### config.mk
export PLATFORM = sky130hd
export DESIGN_NAME = calc_op_sequencer
export DESIGN_NICKNAME = d
export VERILOG_FILES = /design/src/rtl/calc_op_sequencer.sv
export SDC_FILE = /design/constraint.sdc
export NUM_CORES = 1
export LEC_CHECK = 0
export CAP_MARGIN = 20
export CELL_PAD_IN_SITES_DETAIL_PLACEMENT = 2
export CELL_PAD_IN_SITES_GLOBAL_PLACEMENT = 2
export CORE_MARGIN = 2
export CORE_UTILIZATION = 30
export CTS_CLUSTER_SIZE = 28
export DETAILED_ROUTE_END_ITERATION = 8
export PLACE_DENSITY = 0.79
export SLEW_MARGIN = 20
export SYNTH_ARGS = -nofsm -noshare
export SYNTH_HDL_FRONTEND = slang
export SYNTH_SLANG_ARGS = --single-unit
### constraint.sdc
create_clock -name clk -period 2.15 [get_ports clk]
set_input_delay 0.43 -clock clk [delete_from_list [all_inputs] [get_ports clk]]
set_output_delay 0.43 -clock clk [all_outputs]
set_load 0.05 [all_outputs]
### src/rtl/calc_op_sequencer.sv
// Byte-serial sequencer between the I2C register front end and the calculator:
// collects op/A/B bytes, waits CALC_LAT cycles, then streams the 64-bit result out.
module calc_op_sequencer #(
  parameter int CALC_LAT = 2
) (
  input  logic        clk,
  input  logic        rst_n,
  input  logic [7:0]  in_data,
  input  logic        in_valid,
  output logic        in_ready,
  output logic [7:0]  out_data,
  output logic        out_valid,
  input  logic        out_ready,
  input  logic        abort,
  output logic [31:0] calc_a,
  output logic [31:0] calc_b,
  output logic [1:0]  calc_op,
  input  logic [63:0] calc_result,
  output logic        busy
);

  localparam logic [2:0] S_IDLE = 3'd0;
  localparam logic [2:0] S_LD_A = 3'd1;
  localparam logic [2:0] S_LD_B = 3'd2;
  localparam logic [2:0] S_EXEC = 3'd3;
  localparam logic [2:0] S_OUT  = 3'd4;

  localparam logic [3:0] LAT_END = 4'(CALC_LAT);

  logic [2:0]  state_q, state_d;
  logic [2:0]  byte_cnt_q, byte_cnt_d;
  logic [3:0]  lat_cnt_q, lat_cnt_d;
  logic [31:0] calc_a_q, calc_a_d;
  logic [31:0] calc_b_q, calc_b_d;
  logic [1:0]  calc_op_q, calc_op_d;
  logic [63:0] result_q, result_d;

  logic in_fire;
  logic out_fire;

  // Handshake outputs depend on registered state only.
  assign in_ready  = (state_q == S_IDLE) || (state_q == S_LD_A) || (state_q == S_LD_B);
  assign out_valid = (state_q == S_OUT);
  assign busy      = (state_q != S_IDLE);
  assign out_data  = result_q[{byte_cnt_q, 3'b000} +: 8];
  assign calc_a    = calc_a_q;
  assign calc_b    = calc_b_q;
  assign calc_op   = calc_op_q;

  assign in_fire  = in_valid & in_ready;
  assign out_fire = out_valid & out_ready;

  always_comb begin
    state_d    = state_q;
    byte_cnt_d = byte_cnt_q;
    lat_cnt_d  = lat_cnt_q;
    calc_a_d   = calc_a_q;
    calc_b_d   = calc_b_q;
    calc_op_d  = calc_op_q;
    result_d   = result_q;

    // Abort wins over any transfer in the same cycle; operands are kept.
    if (abort) begin
      state_d    = S_IDLE;
      byte_cnt_d = 3'd0;
      lat_cnt_d  = 4'd0;
    end else begin
      case (state_q)
        S_IDLE: begin
          if (in_fire) begin
            calc_op_d  = in_data[1:0];
            byte_cnt_d = 3'd0;
            state_d    = S_LD_A;
          end
        end
        S_LD_A: begin
          if (in_fire) begin
            calc_a_d[{byte_cnt_q[1:0], 3'b000} +: 8] = in_data;
            if (byte_cnt_q == 3'd3) begin
              byte_cnt_d = 3'd0;
              state_d    = S_LD_B;
            end else begin
              byte_cnt_d = byte_cnt_q + 3'd1;
            end
          end
        end
        S_LD_B: begin
          if (in_fire) begin
            calc_b_d[{byte_cnt_q[1:0], 3'b000} +: 8] = in_data;
            if (byte_cnt_q == 3'd3) begin
              byte_cnt_d = 3'd0;
              lat_cnt_d  = 4'd0;
              state_d    = S_EXEC;
            end else begin
              byte_cnt_d = byte_cnt_q + 3'd1;
            end
          end
        end
        S_EXEC: begin
          // Counter starts at 0, so EXEC spans CALC_LAT+1 cycles.
          if (lat_cnt_q == LAT_END) begin
            result_d   = calc_result;
            byte_cnt_d = 3'd0;
            state_d    = S_OUT;
          end else begin
            lat_cnt_d = lat_cnt_q + 4'd1;
          end
        end
        S_OUT: begin
          if (out_fire) begin
            if (byte_cnt_q == 3'd7) begin
              byte_cnt_d = 3'd0;
              state_d    = S_IDLE;
            end else begin
              byte_cnt_d = byte_cnt_q + 3'd1;
            end
          end
        end
        default: begin
          state_d    = S_IDLE;
          byte_cnt_d = 3'd0;
          lat_cnt_d  = 4'd0;
        end
      endcase
    end
  end

  always_ff @(posedge clk or negedge rst_n) begin
    if (!rst_n) begin
      state_q    <= S_IDLE;
      byte_cnt_q <= 3'd0;
      lat_cnt_q  <= 4'd0;
      calc_a_q   <= 32'd0;
      calc_b_q   <= 32'd0;
      calc_op_q  <= 2'd0;
      result_q   <= 64'd0;
    end else begin
      state_q    <= state_d;
      byte_cnt_q <= byte_cnt_d;
      lat_cnt_q  <= lat_cnt_d;
      calc_a_q   <= calc_a_d;
      calc_b_q   <= calc_b_d;
      calc_op_q  <= calc_op_d;
      result_q   <= result_d;
    end
  end

endmodule

==> out/qor.yml, run 1 <==
path_clk_slew_ps: 60
hold_class: "flip-flop to flip-flop"
critPathKind: "flip-flop to output pin"
violations: "negative setup slack"
synth-async-reset-ratio_pct: 100.0
ys_ff_latch: 140
vias: 4389
drt_wl_total_um: 18840
synthCells: 441
grt_use_met3_pct: 6.147
slowest_stage: "mux4_2"
drv_cap: 0
ys_top_cells_by_area: "dfrtp_1 (56%), mux2_2 (20%), mux4_2 (5.7%)"
dieArea_um2: 22160
clock_sinks: 140
power.total_mw: 6.564
rsz0062_at_grt: "true"
period_needed_ps: 2350
crit_path_end_kind: "output pin"
synthToLayoutAreaGrowth_pct: 45.26
synth_warnings: 0
slew_viol_final: 0
die_h_um: 148.9
cpMostUsedCell: "nand2_2"
setup_violations: 8
clock_latency_ps: 420
io_pins: 154
use_met2_pct: 31.48
top_usage_layer: "met2"
power.static_leakage_nw: 4.269
nets: 715
arrival_ps: 1920
fmax_mhz: 425.5
drtPass1Iterations: 4
ys_top_cells_by_count: "dfrtp_1 (140), mux2_2 (114), nand2_1 (34)"
grt_start_max_net_pins: 51
avgSynthCellArea_um2: 14.27
root_buffer: "clkbuf_16"
netlist.area_leader.share_pct: 55.65
drc: 0
gp_congestion: 0.7730
antennaDiodeCount: 0
pre_cts_slack_ps: -28.29
final_cells: 911
grt_pass1_vias: 5154
ant_nets: 0
portBuffers: 153
rows: 52
ctsHtreeMaxLevel: 4
yosysTopAreaCell: "dfrtp_1"
cp.required_ps: 1720
die_w_um: 148.9
clock_skew_ps: 9.473
dp_hpwl_um: 13890
critPathMaxFanout: 5
worst_slew_pin_slew_ps: 578.8
drive_above_1_share_pct: 37.13
seq_area_frac_synth_pct: 55.65
place_inst: 874
synth_edf_count: 0
crit_chain: "buf_12 -> mux4_2 -> nand2_2 -> nand2_2 -> buf_6"
crit_family: "multiplexers"
overflow: 0
vias_per_cell: 4.818
p_per_area_nw_per_um2: 717.9
synthesis.nets: 528
ctsLongestPathBuffers: 2
layout_setup_ws_ps: -200.4
hold_viol_final: 0
start_util_pct: 30.81
drt_iter0_markers: 125
crit_buf_inv: 2
grt_util_met1_pct: 20.87
syn_area_um2: 6295
grt_pass1_wl_um: 29830
antenna_found_initial: 1
slew_headroom_pct: 61.29
synth_most_common_cell: "dfrtp_1"
cts_made_buffers: 17
cts_tree: "yes"
fin_crit_sh_pct: 109.3
vdd_drop_max_uv: 514.7
wl_per_cell_um: 20.68
synth_top_flop_cell: "dfrtp_1"
status: "finished with violations"
slowest_delay_ps: 550
grt_use_total_pct: 17.76
setup.worst_path.start_class: "flip-flop"
core_um2: 20430
synth_cell_types: 43
[stage by stage]
stage,area (um2),util [%],setup TNS (ps),hold slack (ps)
after floorplan,6296,-,0,134.4
after global placement,8348,40.86,0,399.5
after detailed placement,8348,40.86,-495.1,417.0
after CTS,9092,44.51,-1734,506.7
after global routing,9144,44.76,-2121,518.7
final,9144,44.76,-1411,501.7
[registers in the layout (all words and copies together), names as in the netlist]
signal      cells
byte_cnt_q      3
calc_a         32
calc_b         32
calc_op         2
lat_cnt_q       4
result_q       64
state_q         3
[cell usage in the layout, fill, tap and decap left out, types with 7 or more instances in the layout]
cell type        count
clkbuf_16           18
nand2_1             19
mux4_2              16
buf_12              10
a22o_1              17
nand2_2             18
ha_1                 8
buf_4               24
buf_6                7
clkdlybuf4s50_1    141
dfrtp_1            139
and2_1              23
mux2_2             114
[metal layers]
metal,vias up,wire (um)
li1,1963,-
met1,2258,7759
met2,146,9610
met3,20,1264
met4,2,196
met5,-,12
[path summary, 6_finish.rpt]
check | slack (ps) | from | cells after the start | to
max | -200 | byte_cnt_q[0]$_DFFE_PN0P_ | 5 | out_data[5]
min | 500 | result_q[5]$_DFFE_PN0N_ | 1 | result_q[5]$_DFFE_PN0N_
max reg2reg | 160 | byte_cnt_q[0]$_DFFE_PN0P_ | 9 | lat_cnt_q[2]$_DFFE_PN0P_
min reg2reg | 500 | result_q[5]$_DFFE_PN0N_ | 1 | result_q[5]$_DFFE_PN0N_
max in group asynchronous | 990 | rst_n | 3 | result_q[39]$_DFFE_PN0N_
min in group asynchronous | 530 | rst_n | 2 | calc_a[4]$_DFFE_PN0P_
[kinds of logic (layout without fill, tap and decap cells)]
group	count (synthesis)	in the layout	synth area share [%]
flops	140	140	55.65
fa+ha+maj	10	10	1.988
simple gates	93	93	8.487
mux	134	134	26.81
compound gates	36	36	4.413
xor+xnor	2	2	0.2783
buf+inv	26	226	2.365
[power breakdown]
| group | internal (mW) | switching, mW |
|---|---|---|
| logic | 0.366 | 0.458 |
| registers | 2.70 | 0.0602 |
| clock network | 1.83 | 1.15 |
| total | 4.90 | 1.67 |
[final cells by class]
cell class	count	area (um2)
Tap cell	270	337.8
Clock inverter	9	110.1
Timing Repair Buffer	187	1951
Fill cell	1995	11290
Clock buffer	23	488.0
Inverter	7	26.28
Sequential cell	140	3505
Multi-Input combinational cell	275	2726
[what timing repair did]
action,in CTS,in global routing
pin swaps,6,16
endpoints found under the setup margin,9,35
hold buffers,1,0
endpoints found under the hold margin,45,0
cloned,1,1
setup buffers,2,2
gates resized for setup,24,16
(Power assumes the default switching activity.)
==> run 2, diff against run 1 <==
CORE_UTILIZATION = 31   (was 30)
CTS_BUF_LIST = sky130_fd_sc_hd__clkbuf_8   (was default)
PLACE_DENSITY = 0.81   (was 0.79)
==> out/qor.yml, run 2 (same netlist as run 1, synthesis figures left out) <==
status: "finished with violations"  # unchanged
violations: "negative setup slack"  # unchanged
drtPass1Iterations: 4  # unchanged
pwr-share-clk_pct: 42.3  # was 45.4%
grt_pass1_vias: 5308  # was 5154
grt_start_max_net_pins: 46  # was 51
swShare_pct: 26.08  # was 25.39%
p_sw_mw: 1.629  # was 1.667 mW
hold_viol_final: 0  # unchanged
clock_latency_ps: 450  # was 420 ps
sequentialPowerShare_pct: 43.9  # was 42.0%
power.total_mw: 6.248  # was 6.564 mW
cp.required_ps: 1720  # about the same
die_w_um: 146.5  # was 148.9 um
vdd_drop_max_uv: 397.0  # was 514.7 uV
cts_tree: "yes"  # unchanged
combPwrFrac_pct: 13.8  # was 12.5%
vias: 4494  # was 4389
slew_headroom_pct: 62.07  # was 61.29%
gp_congestion: 0.7906  # was 0.7730
drt_iter0_markers: 117  # was 125
nets: 726  # was 715
root_buffer: "clkbuf_8"  # was clkbuf_16
die_h_um: 146.5  # was 148.9 um
ctsHtreeMaxLevel: 4  # unchanged
fmax_mhz: 420.2  # was 425.5 MHz
rsz0062_at_grt: "true"  # unchanged
worst_hold_slack_ps: 444.6  # was 501.7 ps
final_area_um2: 9168  # was 9144 um2
cts_made_buffers: 17  # unchanged
period_needed_ps: 2380  # was 2350 ps
drive_above_1_share_pct: 38.34  # was 37.13%
largest_reg_flops: 64  # unchanged
critPathMaxFanout: 3  # was 5
dp_hpwl_um: 14380  # was 13890 um
ant_nets: 0  # unchanged
post_dp_cell_area_um2: 8376  # was 8348 um2
clock_sinks: 140  # unchanged
drc: 0  # unchanged
rows: 52  # unchanged
dieArea_um2: 21460  # was 22160 um2
ctsLongestPathBuffers: 2  # unchanged
mostFrequentLayoutCells: "dfrtp_1 (135), clkdlybuf4s50_1 (129), mux2_2 (114)"  # was clkdlybuf4s50_1 (141), dfrtp_1 (139), mux2_2 (114)
slew_viol_final: 0  # unchanged
intPower_mw: 4.619  # was 4.898 mW
pre_cts_slack_ps: -86.67  # was -28.29 ps
fin_crit_sh_pct: 110.7  # was 109.3%
r2r_cells: 10  # was 9
hold_class: "input port to async pin"  # was flip-flop to flip-flop
start_util_pct: 31.31  # was 30.81%
worst_slew_pin_slew_ps: 568.1  # was 578.8 ps
r2r-start: "byte_cnt_q[0]$_DFFE_PN0P_"  # unchanged
arrival_ps: 1950  # was 1920 ps
layout_setup_ws_ps: -229.6  # was -200.4 ps
synthToLayoutAreaGrowth_pct: 45.64  # was 45.26%
io_pins: 154  # unchanged
drt_wl_total_um: 19810  # was 18840 um
path_clk_slew_ps: 90  # was 60 ps
portBuffers: 153  # unchanged
grt_use_total_pct: 19.11  # was 17.76%
overflow: 0  # unchanged
setup_violations: 8  # unchanged
final_common_cell: "dfrtp_1"  # was clkdlybuf4s50_1
critPathKind: "flip-flop to output pin"  # unchanged
power.static_leakage_nw: 4.498  # was 4.269 nW
core_um2: 20100  # was 20430 um2
setup.worst_path.start_class: "flip-flop"  # unchanged
clock_skew_ps: 15.61  # was 9.473 ps
crit_path_end_kind: "output pin"  # unchanged
drv_cap: 0  # unchanged
grt_pass1_wl_um: 31190  # was 29830 um
vias_per_cell: 4.874  # was 4.818
antennaDiodeCount: 0  # unchanged
crit_start: "byte_cnt_q[0]$_DFFE_PN0P_"  # unchanged
wl_per_cell_um: 21.48  # was 20.68 um
p_per_area_nw_per_um2: 681.5  # was 717.9 nW/um2
antenna_found_initial: 0  # was 1
top_register: "result_q"  # unchanged
run 2: cell types whose count changed in the layout (fill, tap and decap cells not counted), sizes merged, moves of 3 or more:
cell,delta
clkbuf,-6
bufinv,+4
dlymetal6s2s,+12
buf,+12
clkdlybuf4s50,-12
inv,+3
run 2: layout make-up:
| cell class | count | area [um2] |
|---|---|---|
| Fill cell | 1903 | 10940 |
| Clock buffer | 18 | 247.7 |
| Multi-Input combinational cell | 275 | 2744 |
| Timing Repair Buffer | 198 | 2062 |
| Clock inverter | 14 | 240.2 |
| Inverter | 7 | 26.28 |
| Sequential cell | 140 | 3510 |
| Tap cell | 270 | 337.8 |
run 2: path summary, 6_finish.rpt:
kind | to | slack (ps)
hold reg to reg | calc_b[23]$_DFFE_PN0P_ | 510
hold / removal | calc_a[0]$_DFFE_PN0P_ | 440
min in group clk | calc_b[23]$_DFFE_PN0P_ | 510
max in group asynchronous | result_q[17]$_DFFE_PN0N_ | 1050
setup / recovery | out_data[4] | -230
setup reg to reg | calc_b[22]$_DFFE_PN0P_ | 70
run 2: worst max-delay path, stage by stage, from the launching register on:
cell	delay [ps]
dfrtp_2	440
buf_6	120
buf_6	100
mux4_2	540
nand2_2	80
nand2_2	60
buf_8	150
run 2: power by group through the flow:
stage	clock [mW]	sequential (mW)	combinational (mW)
floorplan	0	2.99	0.164
global placement	0	2.79	0.783
detailed placement	0	2.80	0.814
CTS	2.70	2.75	0.860
global route	2.83	2.75	0.914
finish	2.64	2.74	0.861
run 2: metrics by stage:
stage	TNS [ps]	utilization [%]	std cells
global route	-2327	45.60	922
finish	-1507	45.60	922
floorplan	0	-	441
detailed placement	-4862	41.66	876
global placement	-429.4	41.66	876
CTS	-2143	45.00	918
run 2: metal layers:
metal  vias up  global-route usage, %  wire [um]
li1       1982                      -          -
met5         -                      0          0
met4         0                  4.806        202
met2       155                  35.05      10750
met3        11                  6.375       1346
met1      2346                  21.33       7505
run 2: timing repair:
item,in CTS,in global routing
setup endpoints to repair,24,74
endpoints found under the hold margin,32,0
pin swaps,7,16
gates resized for setup,24,32
buffers inserted,8,5
gates cloned,1,0
hold buffers,1,0
